`config.mk`:
```
export PLATFORM = sky130hd
export DESIGN_NAME = i2d_id
export DESIGN_NICKNAME = d
export VERILOG_FILES = /design/src/rtl/i2d_pkg.sv /design/src/rtl/i2d_decode.sv /design/src/rtl/i2d_id.sv
export SDC_FILE = /design/constraint.sdc
export NUM_CORES = 1
export LEC_CHECK = 0
export CAP_MARGIN = 20
export CORE_AREA = 2 2 107 109
export DETAILED_ROUTE_END_ITERATION = 12
export DIE_AREA = 0 0 109 111
export PLACE_DENSITY = 0.81
export SYNTH_ARGS = -nofsm -noshare
export SYNTH_HDL_FRONTEND = slang
export SYNTH_SLANG_ARGS = --single-unit
```
`constraint.sdc`:
```
create_clock -name clk -period 2.85 [get_ports clk]
set_clock_uncertainty 0.2 [all_clocks]
set_input_delay 0.57 -clock clk [delete_from_list [all_inputs] [get_ports clk]]
set_output_delay 0.57 -clock clk [all_outputs]
set_load 0.03 [all_outputs]
```
`src/rtl/i2d_pkg.sv`:
```
// i2d_pkg
//   Shared definitions for the i2d instruction decode stage: 6-bit opcode
//   encodings, instruction field bit positions and the packed control-bit
//   bundle carried from decode into the ID/EX pipeline register.
//   Fetch and execute import the same constants so that all stages agree
//   on the instruction format.
package i2d_pkg;

    // Opcode encodings in bits [31:26] of the instruction word.
    localparam logic [5:0] I2D_INS_NOP  = 6'h00;
    localparam logic [5:0] I2D_INS_ADD  = 6'h01;
    localparam logic [5:0] I2D_INS_SUB  = 6'h02;
    localparam logic [5:0] I2D_INS_AND  = 6'h03;
    localparam logic [5:0] I2D_INS_OR   = 6'h04;
    localparam logic [5:0] I2D_INS_ADDI = 6'h08;
    localparam logic [5:0] I2D_INS_ORI  = 6'h09;
    localparam logic [5:0] I2D_INS_LW   = 6'h10;
    localparam logic [5:0] I2D_INS_SW   = 6'h11;
    localparam logic [5:0] I2D_INS_BEQ  = 6'h18;
    localparam logic [5:0] I2D_INS_J    = 6'h19;

    // Least-significant bit of each field inside the instruction word.
    localparam int I2D_OP_LSB = 26;
    localparam int I2D_RD_LSB = 21;
    localparam int I2D_RS_LSB = 16;
    localparam int I2D_RT_LSB = 11;

    // Control bits handed to execute alongside each decoded instruction.
    typedef struct packed {
        logic rfWe;
        logic memRd;
        logic memWr;
        logic branch;
        logic jump;
    } ctrl_t;

endpackage

```
`src/rtl/i2d_decode.sv`:
```
// i2d_decode
//   Purely combinational instruction decoder. Splits a 32-bit word into its
//   register fields, builds the extended immediate, derives the control bits
//   and flags which register fields the instruction actually reads.
// Ports:
//   ins_i      fetched instruction word
//   op_o       opcode [31:26]
//   rd_o/rs_o/rt_o  register fields [25:21], [20:16], [15:11]
//   imm_o      sign/zero extended immediate (0 when unused)
//   ctrl_o     control bits (write-back, memory, branch, jump)
//   illegal_o  opcode not defined
//   useRs_o/useRt_o/useRd_o  field is a source operand
import i2d_pkg::*;

module i2d_decode #(
    parameter int RF_AW = 5
) (
    input  logic [31:0]      ins_i,
    output logic [5:0]       op_o,
    output logic [RF_AW-1:0] rd_o,
    output logic [RF_AW-1:0] rs_o,
    output logic [RF_AW-1:0] rt_o,
    output logic [31:0]      imm_o,
    output ctrl_t            ctrl_o,
    output logic             illegal_o,
    output logic             useRs_o,
    output logic             useRt_o,
    output logic             useRd_o
);

    logic writesRd;

    assign op_o = ins_i[31:I2D_OP_LSB];
    assign rd_o = ins_i[I2D_RD_LSB +: RF_AW];
    assign rs_o = ins_i[I2D_RS_LSB +: RF_AW];
    assign rt_o = ins_i[I2D_RT_LSB +: RF_AW];

    // Opcode table. Write-back is qualified by rd != 0 after the case so
    // that writes to the hardwired zero register never reach execute.
    always_comb begin
        imm_o     = '0;
        ctrl_o    = '0;
        illegal_o = 1'b0;
        useRs_o   = 1'b0;
        useRt_o   = 1'b0;
        useRd_o   = 1'b0;
        writesRd  = 1'b0;
        case (op_o)
            I2D_INS_NOP: ;
            I2D_INS_ADD, I2D_INS_SUB, I2D_INS_AND, I2D_INS_OR: begin
                writesRd = 1'b1;
                useRs_o  = 1'b1;
                useRt_o  = 1'b1;
            end
            I2D_INS_ADDI: begin
                imm_o    = {{16{ins_i[15]}}, ins_i[15:0]};
                writesRd = 1'b1;
                useRs_o  = 1'b1;
            end
            I2D_INS_ORI: begin
                imm_o    = {16'h0000, ins_i[15:0]};
                writesRd = 1'b1;
                useRs_o  = 1'b1;
            end
            I2D_INS_LW: begin
                imm_o        = {{16{ins_i[15]}}, ins_i[15:0]};
                writesRd     = 1'b1;
                ctrl_o.memRd = 1'b1;
                useRs_o      = 1'b1;
            end
            I2D_INS_SW: begin
                imm_o        = {{16{ins_i[15]}}, ins_i[15:0]};
                ctrl_o.memWr = 1'b1;
                useRs_o      = 1'b1;
                useRd_o      = 1'b1;
            end
            I2D_INS_BEQ: begin
                imm_o         = {{16{ins_i[15]}}, ins_i[15:0]};
                ctrl_o.branch = 1'b1;
                useRs_o       = 1'b1;
                useRd_o       = 1'b1;
            end
            I2D_INS_J: begin
                // Word offset: shift imm26 left by two, then sign-extend.
                imm_o       = {{4{ins_i[25]}}, ins_i[25:0], 2'b00};
                ctrl_o.jump = 1'b1;
            end
            default: illegal_o = 1'b1;
        endcase
        ctrl_o.rfWe = writesRd & (rd_o != '0);
    end

endmodule

```
`src/rtl/i2d_id.sv`:
```
// i2d_id
//   Instruction decode stage. Decodes the fetched word, owns the ID/EX
//   pipeline register, detects the load-use hazard and drives fetch
//   back-pressure.
// Ports:
//   clk, rst            clock; synchronous active-high reset
//   if_ins, if_pc       fetched word and its PC
//   if_busy, if_err     fetch word invalid this cycle / fetch bus error
//   ex_stall, flush     execute back-pressure / kill ID contents
//   if_dis              hold fetch PC and re-present the same word
//   rf_ra, rf_rb        combinational register-file read addresses
//   id_*                ID/EX pipeline register outputs
import i2d_pkg::*;

module i2d_id #(
    parameter int RF_AW = 5
) (
    input  logic             clk,
    input  logic             rst,
    input  logic [31:0]      if_ins,
    input  logic [31:0]      if_pc,
    input  logic             if_busy,
    input  logic             if_err,
    input  logic             ex_stall,
    input  logic             flush,
    output logic             if_dis,
    output logic [RF_AW-1:0] rf_ra,
    output logic [RF_AW-1:0] rf_rb,
    output logic             id_valid,
    output logic [31:0]      id_pc,
    output logic [5:0]       id_op,
    output logic [RF_AW-1:0] id_rd,
    output logic [RF_AW-1:0] id_rs,
    output logic [RF_AW-1:0] id_rt,
    output logic [31:0]      id_imm,
    output logic             id_rf_we,
    output logic             id_mem_rd,
    output logic             id_mem_wr,
    output logic             id_branch,
    output logic             id_jump,
    output logic             id_illegal,
    output logic             id_fetch_err
);

    logic [5:0]       decOp;
    logic [RF_AW-1:0] decRd, decRs, decRt;
    logic [31:0]      decImm;
    ctrl_t            decCtrl;
    logic             decIllegal, useRs, useRt, useRd;

    logic             valid_q, valid_d;
    logic [31:0]      pc_q, pc_d;
    logic [5:0]       op_q, op_d;
    logic [RF_AW-1:0] rd_q, rd_d, rs_q, rs_d, rt_q, rt_d;
    logic [31:0]      imm_q, imm_d;
    ctrl_t            ctrl_q, ctrl_d;
    logic             illegal_q, illegal_d;
    logic             fetchErr_q, fetchErr_d;
    logic             hazard;

    i2d_decode #(.RF_AW(RF_AW)) u_decode (
        .ins_i     (if_ins),
        .op_o      (decOp),
        .rd_o      (decRd),
        .rs_o      (decRs),
        .rt_o      (decRt),
        .imm_o     (decImm),
        .ctrl_o    (decCtrl),
        .illegal_o (decIllegal),
        .useRs_o   (useRs),
        .useRt_o   (useRt),
        .useRd_o   (useRd)
    );

    // Stores and branches carry their second source in the rd field.
    assign rf_ra = decRs;
    assign rf_rb = useRd ? decRd : decRt;

    // A load in ID whose destination feeds the incoming word needs one
    // bubble. Once the bubble clears id_valid the hazard drops by itself.
    assign hazard = valid_q & ctrl_q.memRd & (rd_q != '0) & ~if_busy &
                    ((useRs & (decRs == rd_q)) |
                     (useRt & (decRt == rd_q)) |
                     (useRd & (decRd == rd_q)));

    // A flush redirects fetch, so it must never be frozen at the same time.
    assign if_dis = ~flush & (ex_stall | hazard);

    // Next-state of the ID/EX register: flush, stall, bubble, capture.
    // Bubbles clear the valid and every flag EX acts on; the data fields
    // are left as they were since nothing downstream looks at them.
    always_comb begin
        valid_d    = valid_q;
        pc_d       = pc_q;
        op_d       = op_q;
        rd_d       = rd_q;
        rs_d       = rs_q;
        rt_d       = rt_q;
        imm_d      = imm_q;
        ctrl_d     = ctrl_q;
        illegal_d  = illegal_q;
        fetchErr_d = fetchErr_q;
        if (flush || (!ex_stall && (hazard || if_busy))) begin
            valid_d    = 1'b0;
            ctrl_d     = '0;
            illegal_d  = 1'b0;
            fetchErr_d = 1'b0;
        end else if (!ex_stall) begin
            valid_d    = 1'b1;
            pc_d       = if_pc;
            op_d       = decOp;
            rd_d       = decRd;
            rs_d       = decRs;
            rt_d       = decRt;
            imm_d      = decImm;
            // A faulted fetch must reach EX as a pure exception carrier.
            ctrl_d     = if_err ? '0 : decCtrl;
            illegal_d  = decIllegal & ~if_err;
            fetchErr_d = if_err;
        end
    end

    // ID/EX pipeline register with synchronous reset.
    always_ff @(posedge clk) begin
        if (rst) begin
            valid_q    <= 1'b0;
            pc_q       <= '0;
            op_q       <= I2D_INS_NOP;
            rd_q       <= '0;
            rs_q       <= '0;
            rt_q       <= '0;
            imm_q      <= '0;
            ctrl_q     <= '0;
            illegal_q  <= 1'b0;
            fetchErr_q <= 1'b0;
        end else begin
            valid_q    <= valid_d;
            pc_q       <= pc_d;
            op_q       <= op_d;
            rd_q       <= rd_d;
            rs_q       <= rs_d;
            rt_q       <= rt_d;
            imm_q      <= imm_d;
            ctrl_q     <= ctrl_d;
            illegal_q  <= illegal_d;
            fetchErr_q <= fetchErr_d;
        end
    end

    assign id_valid     = valid_q;
    assign id_pc        = pc_q;
    assign id_op        = op_q;
    assign id_rd        = rd_q;
    assign id_rs        = rs_q;
    assign id_rt        = rt_q;
    assign id_imm       = imm_q;
    assign id_rf_we     = ctrl_q.rfWe;
    assign id_mem_rd    = ctrl_q.memRd;
    assign id_mem_wr    = ctrl_q.memWr;
    assign id_branch    = ctrl_q.branch;
    assign id_jump      = ctrl_q.jump;
    assign id_illegal   = illegal_q;
    assign id_fetch_err = fetchErr_q;

endmodule

```
# Word level (Yosys, flattened, before mapping)
# Index checks and enable logic that the tools add are counted.
[classes] eq_ne=13 bitwise_logic=18 n_reduce_logical=15 mux=12
[op_table] cell="32-bit one-hot mux with 3 select lines" n=1
[op_table] cell="6-bit by 5-bit == test with 1-bit output, second input constant" n=4
[op_table] cell="5-bit == test" n=3
[op_table] cell="6-bit by 2-bit == test with 1-bit output, second input constant" n=2
[op_table] cell="6-bit by 4-bit == test with 1-bit output, second input constant" n=2
[op_table] cell="11-bit OR reduction" n=1
[op_table] cell="1-bit bitwise AND" n=10
[op_table] cell="5-bit two-way mux" n=2
[op_table] cell="5-bit nonzero test" n=2
[op_table] cell="1-bit two-way mux" n=9
[op_table] cell="9-bit OR reduction" n=1
[op_table] cell="4-bit OR reduction" n=2
[op_table] cell="7-bit OR reduction" n=1
[op_table] cell="6-bit by 1-bit == test with 1-bit output, second input constant" n=1
[op_table] cell="6-bit by 3-bit == test with 1-bit output, second input constant" n=1
[op_table] cell="6-bit zero test" n=1
[op_table] cell="1-bit NOT" n=5
[op_table] cell="2-bit OR reduction" n=2
[op_table] cell="1-bit bitwise OR" n=3
[op_table] cell="1-bit logical OR" n=2
[op_table] cell="2-bit AND reduction" n=1
[op_table] cell="1-bit logical AND" n=1
[op_table] cell="1-bit zero test" n=1
[totals] word_cells=72 reg_bits=93 output_inout_bits=104 inputBits=70

# Depth between registers and ports, before layout
# Gate-level depths: netlist of run 1.
[logic_depth] ltp_word=12 depth_mapped=9

# Modules after synthesis
# A second synthesis of run 1 with hierarchy kept.
[unflattened] cells_unflattened=383 area_unflattened_um2=4165.2
[modules_own_cells] mod="i2d_id" instances=1 area_per_inst_um2=3430.8 cells_each=286 seq_area_each_um2=1861.8
[modules_own_cells] mod="i2d_decode" instances=1 area_per_inst_um2=734.5 cells_each=97 seq_area_each_um2=0.0

# Least setup slack after synthesis of run 1
# Ideal clock, no wire load.
[synth_timing] path_type="input to output" from="in if_ins[27]" to="out if_dis" stages=7 t_arrival_ps=2400 path_slack_ps=-320 n_path_buf=2 t_required_ps=2080 cell_sequence="buf_2 -> nor4b_4 -> o21ai_4 -> nor4_4 -> o32ai_2 -> clkbuf_1 -> nor2_1"
[synth_between] elab_chain_len=9 elab_cells_between_ends=23 cone_classes="eq/ne (9); mux (3); bitwise (8); reduce/logical (3)"
[synth_lines] element="start: declaration" line_no="i2d_id.sv:20" rtl="input logic [31:0] if_ins,"
[synth_lines] element="6-bit by 4-bit == test with 1-bit output (tied with other cells)" line_no="i2d_decode.sv:48" rtl="case (op_o)"
[synth_lines] element="9-bit OR reduction (no line) / 4-bit OR reduction (equally long branches)"
[synth_lines] element="1-bit two-way mux" line_no="i2d_decode.sv:48"
[synth_lines] element="1-bit bitwise AND, on equally long branches" line_no="i2d_id.sv:82, i2d_id.sv:83"
[synth_lines] element="1-bit bitwise OR" line_no="i2d_id.sv:82" rtl="((useRs & (decRs == rd_q)) |"
[synth_lines] element="1-bit bitwise OR (*)" line_no="i2d_id.sv:83" rtl="(useRt & (decRt == rd_q)) |"
[synth_lines] element="1-bit bitwise AND (*)" line_no="i2d_id.sv:81" rtl="assign hazard = valid_q & ctrl_q.memRd & (rd_q != '0) & ~if_busy &"
[synth_lines] element="1-bit bitwise OR (*)" line_no="i2d_id.sv:87" rtl="assign if_dis = ~flush & (ex_stall | hazard);"
[synth_lines] element="1-bit bitwise AND (*)" line_no="i2d_id.sv:87"
[synth_lines] element="end: declaration" line_no="i2d_id.sv:26" rtl="output logic if_dis,"
# Mark *: on every way between the ends. The rest lies on a longest branch, timed or not.

# Worst setup path in the final report of run 1
[layout_timing] from="in if_ins[30]" to="out if_dis"
# The elaborated chain is that of the path after synthesis.

==> results of run 1 <==
registers in the layout, indices dropped and copies added (netlist names):
name and cells:
id_branch 1, id_fetch_err 1, id_illegal 1, id_imm 28, id_jump 1, id_mem_rd 1
id_mem_wr 1, id_op 6, id_pc 32, id_rd 5, id_rf_we 1, id_rs 5
id_rt 5, id_valid 1
cells in the mapped netlist, drive strengths merged, types with 5 or more instances:
cell,count
mux2,5
nand3,60
nor3,8
a211oi,25
xnor2,10
a21oi,92
nor2b,6
clkbuf,38
xor2,6
a22oi,14
nor2,9
o21ai,66
dfxtp,89
buf,22
nand2,7
worst reg2reg max path, delay by kind of cell (launching register included):
kind	cells	cell delay, ns
compound gates	5	0.68
buf+inv	4	0.66
flops	1	0.38
simple gates	1	0.51
stage by stage:
stage / total power (uW) / instance area [sq um]
after global placement: 2070 / 6300
after CTS: 3210 / 6670
after global routing: 3310 / 6700
final: 3190 / 6700
after floorplan: 1730 / 4210
after detailed placement: 2090 / 6300
area by class of cell:
type	instances	area, sq um
well taps	143	179
fillers	972	4370
clock buffers	11	243
inverters	3	11.3
clock inverters	5	38.8
repair buffers	233	2270
multi-input cells	336	2170
flip-flops and latches	89	1780
diodes	2	5.00
power by group:
part / internal [uW] / switching (uW) / leakage [uW] / total [uW]
clock network: 618 / 501 / 0.000124 / 1120
registers: 1300 / 33.4 / 0.000726 / 1330
logic: 331 / 411 / 0.00153 / 742
total: 2250 / 945 / 0.00238 / 3190
what timing repair did:
item / 4_1_cts / 5_1_grt
pin swaps: 10 / 9
endpoints found under the setup margin: 6 / 2
buffers inserted: 5 / 1
resized for setup: 26 / 11
worst max-delay path by stage:
stage                        end  slack, ns  cells after the start
after global placement    if_dis      -0.27                      9
after global routing      if_dis      -0.02                     10
after floorplan           if_dis       0.02                      7
after detailed placement  if_dis      -0.31                      8
final                     if_dis       0.04                      7
after CTS                 if_dis     0.0006                      8
placed cells by master, fill, tap and decap left out, types with 3 or more instances in the layout:
cell type,count
clkdlybuf4s50_1,148
buf_6,4
clkbuf_16,9
a211oi_1,5
xor2_1,6
inv_1,3
nor2_1,6
nor2_4,3
xnor2_1,9
clkinvlp_4,4
mux2_2,5
dlymetal6s2s_1,8
a21oi_1,92
nand2_1,7
a211oi_2,20
dfxtp_1,89
dlygate4sd2_1,7
o21ai_0,47
buf_12,7
buf_4,56
a22oi_1,14
nor3_1,6
o21ai_1,18
nand3_1,60
nor2b_1,4
a32o_1,3
per-layer routing:
layer / part of all wire / global-route usage / up-vias
met5: 0 / 0 / -
met3: 0.096 / 0.0876 / 23
li1: - / - / 2153
met2: 0.48 / 0.404 / 190
met4: 0.022 / 0.0880 / 0
met1: 0.40 / 0.281 / 2199
cells by family after synthesis:
group,Yosys count,synth area share
flip-flops,89,0.426
buffers and inverters,63,0.0732
multiplexers,5,0.0135
AND/OR/NAND/NOR,105,0.140
XOR/XNOR,16,0.0335
AO/OA/AOI/OAI,210,0.314
==> impl_metrics.yaml, run 1 <==
placed_design:
  gp_congestion: 0.937
  placedCellCount: 798
  pre_cts_slack_ns: -0.312
  hpwlAfterDp_um: 10500
  port_buffers: 173
final_layout:
  drive_gt1_frac: 0.188
  area_growth_pct: 60.1
  layout.nets: 742
  final_core_util: 0.605
  fin_cells: 822
detailed_routing:
  drt-pass1-iter-count: 5
  viasPerCell: 5.55
  drt-initial-drc-count: 330
  dr_total_vias: 4565
  drt_wl_total_um: 14800
  ant_nets: 0
  routedWlPerCell_um: 18.0
  drc: 0
clock_network:
  insertion_delay_ns: 0.33
  cts_max_level: 3
  clockBufferDepth: 2
  cts_hold_buf: 0
  root_buffer: "clkbuf_16"
  cts_tree: "yes"
  cts_buffers: 9
  numClockSinks: 89
  cts.clk_slew.worst_paths_ns: 0.06
timing:
  rsz0062_at_grt: "true"
  worst_slew_pin_slew_ns: 0.532
  slew_viol_final: 0
  tns_ns: 0
  fin_ws_ns: 0.0352
  hold_viol: 0
  fin_crit_sh: 0.988
  hold_ws_ns: 0.260
  fin_crit_ns: 2.81
  setup_viol: 0
  max_freq_mhz: 355
  maxSlewHeadroom: 0.645
global_routing:
  grt_pass1_wl_um: 23300
  antenna_found_initial: 1
  grt-ovfl-total: 0
  global_route.usage.total: 0.242
  grt_max_degree: 48
  grt_pass1_vias: 4595
power:
  leakage_uw: 0.00238
  irDropWorstVdd_uv: 267
  power_density_nw_per_um2: 476
status:
  status: "finished, final reports clean"
yosys:
  synth_async_sr_flop_share: 0
  syn_inst: 488
  synth-edff-count: 0
  ys_ff_latch: 89
  netlist_top_cells_area: "dfxtp_1, a21oi_1, nand3_1"
  synth_warnings: 0
  syn_area_per_cell_sq_um: 8.58
  synthFlopType: "dfxtp_1"
  synth.distinct_cells: 46
  synth_top_area_share: 0.426
  yosys.area.top_type: "dfxtp_1"
  syn_nets: 558
  syn-cell-area_sq_um: 4190
  yosysSeqAreaShare: 0.426
worst_setup_path:
  worst_setup_path_end_kind: "primary output"
  path_delay_family: "simple AND/OR/NAND/NOR gates"
  timing.rr.end: "id_imm[2]"
  cp_slowest_cell: "or3_4"
  worstSetupPathType: "input port to primary output"
  cp.arrival_ns: 2.04
  crit_chain: "dlygate4sd2_1 > or2_4 > or3_4 > nor3_4 > o32ai_4 > nor2_4 > buf_6"
  worst_ep_required_time_ns: 2.08
  critical_path_buf_inv_count: 2
  crit_path_start_kind: "input port"
  critPathLaunch: "if_ins[30]"
  rr_startpoint: "id_rd[3]"
  reg2reg_slack_ns: 0.33
  rr_worst_depth: 10
  crit_fanout: 3
  critPathMaxStageDelay_ns: 0.38
floorplanning:
  die_w_um: 109
  core_area_sq_um: 11100
  die_h_um: 111
  ios: 174
  initial_core_util: 0.378
  fp-row-count: 39
  die_area_sq_um: 12100
min_path:
  hold_class: "flip-flop to flip-flop"
  whs_path_depth: 2
  holdPathEnd: "id_mem_wr"
  hold_start: "id_mem_wr"
flow_run:
  drv_cap: 0
No activity file was read; power rests on OpenSTA's default activity.
==> run 2, diff against run 1 <==
--- a/config.mk
+++ b/config.mk
@@ -6,9 +6,9 @@
 export NUM_CORES = 1
 export LEC_CHECK = 0
 export CAP_MARGIN = 20
-export CORE_AREA = 2 2 107 109
+export CORE_AREA = 2 2 96 121
 export DETAILED_ROUTE_END_ITERATION = 12
-export DIE_AREA = 0 0 109 111
+export DIE_AREA = 0 0 98 123
 export PLACE_DENSITY = 0.81
 export SYNTH_ARGS = -nofsm -noshare
 export SYNTH_HDL_FRONTEND = slang
==> impl_metrics.yaml, run 2 (synthesis results as in run 1) <==
detailed_routing:
  drt_wl_total_um: 14500
  drt-pass1-iter-count: 4
  ant_nets: 0
  dr_total_vias: 4532
  drc: 0
  routedWlPerCell_um: 17.8
  drt-initial-drc-count: 305
  viasPerCell: 5.55
placed_design:
  port_buffers: 173
  pre_cts_slack_ns: -0.340
  hpwlAfterDp_um: 10500
  place_area_sq_um: 6330
  gp_congestion: 0.877
final_layout:
  num-fill-cells: 944
  final_cell_mix: "clkdlybuf4s50_1, a21oi_1, dfxtp_1"
  stdcell_area_sq_um: 6710
  layout_commonest_cell: "clkdlybuf4s50_1"
  drive_gt1_frac: 0.200
  layout.nets: 746
  area_growth_pct: 60.4
  largest_register_ffs: 32
  final_core_util: 0.615
worst_setup_path:
  timing.rr.end: "id_imm[2]"
  rr_worst_depth: 8
  worst_ep_required_time_ns: 2.08
  crit_fanout: 3
  crit_path_start_kind: "input port"
  worst_setup_path_end_kind: "primary output"
  critPathLaunch: "if_ins[30]"
  crit_path_end: "if_dis"
  reg2reg_slack_ns: 0.33
  rr_startpoint: "id_rd[3]"
  worstSetupPathType: "input port to primary output"
  cp.arrival_ns: 2.05
clock_network:
  cts_hold_buf: 0
  clockBufferDepth: 2
  insertion_delay_ns: 0.34
  numClockSinks: 89
  cts.clk_slew.worst_paths_ns: 0.06
  cts_buffers: 9
  cts_tree: "yes"
  cts_max_level: 3
  root_buffer: "clkbuf_16"
min_path:
  hold_class: "flip-flop to flip-flop"
  hold_start: "id_illegal"
timing:
  setup_viol: 0
  slew_viol_final: 0
  fin_ws_ns: 0.0325
  fin_crit_sh: 0.989
  hold_viol: 0
  fin_crit_ns: 2.82
  worst_slew_pin_slew_ns: 0.407
  maxSlewHeadroom: 0.722
  max_freq_mhz: 355
  tns_ns: 0
power:
  leakage_uw: 0.00242
  switching_share: 0.286
  clkPwrFrac: 0.338
  sequentialPowerShare: 0.426
  irDropWorstVdd_uv: 354
  p_int_uw: 2230
  power_density_nw_per_um2: 466
  pwr-share-comb: 0.236
  p_switching_uw: 896
  power.total_uw: 3130
global_routing:
  global_route.usage.total: 0.232
  grt_max_degree: 55
  antenna_found_initial: 0
  grt-ovfl-total: 0
  grt_pass1_vias: 4412
  grt_pass1_wl_um: 22200
floorplanning:
  core_area_sq_um: 10900
  fp-row-count: 43
  initial_core_util: 0.383
  die_w_um: 98
  die_h_um: 123
  ios: 174
  die_area_sq_um: 12100
status:
  status: "finished, final reports clean"
flow_run:
  drv_cap: 0
-- run 2: worst min path at each step --
stage	depth (start not counted)	slack, ns	end
after floorplan	2	0.38	id_branch
final	1	0.28	id_illegal
after detailed placement	1	0.26	id_valid
after CTS	2	0.28	id_pc[8]
after global placement	2	0.24	id_branch
after global routing	2	0.29	id_pc[0]
-- run 2: critical path, stage by stage --
cell and delay, ns:
clkdlybuf4s15_1 0.22, or2_1 0.25, or3_4 0.40, nor3_4 0.19, o32ai_4 0.15, nor2_4 0.13
buf_6 0.13
-- run 2: final cells by class --
cell class	instances	area [sq um]	share of cell area
Sequential cell	89	1780	0.266
Clock inverter	4	20.0	0.00298
Inverter	3	11.3	0.00168
Clock buffer	11	243	0.0362
Timing Repair Buffer	237	2290	0.341
Tap cell	135	169	0.0252
Multi-Input combinational cell	336	2190	0.327
Antenna cell	1	2.50	0.000373
-- run 2: through the flow --
step / hold slack (ns) / std cells
2_1_floorplan: 0.382 / 488
3_3_place_gp: 0.242 / 795
3_5_place_dp: 0.264 / 795
4_1_cts: 0.277 / 814
5_1_grt: 0.293 / 815
6_report: 0.276 / 816
-- run 2: metal layers --
layer / part of all wire / track usage / up-vias
met2: 0.50 / 0.396 / 184
met1: 0.40 / 0.278 / 2166
li1: - / - / 2157
met4: 0.023 / 0.0946 / 0
met3: 0.076 / 0.0633 / 25
met5: 0 / 0 / -
-- run 2: repair_timing --
item	in CTS	in global routing
endpoints found under the setup margin	6	1
resized for setup	28	20
setup buffers	4	1
pin swaps	7	15
-- run 2: power by group through the flow --
| stage | Combinational (uW) | Sequential (uW) | Clock (uW) |
|---|---|---|---|
| final | 739 | 1330 | 1060 |
| after global routing | 780 | 1340 | 1140 |
| after CTS | 738 | 1330 | 1090 |
| after detailed placement | 729 | 1360 | 0 |
| after global placement | 717 | 1360 | 0 |
| after floorplan | 269 | 1460 | 0 |
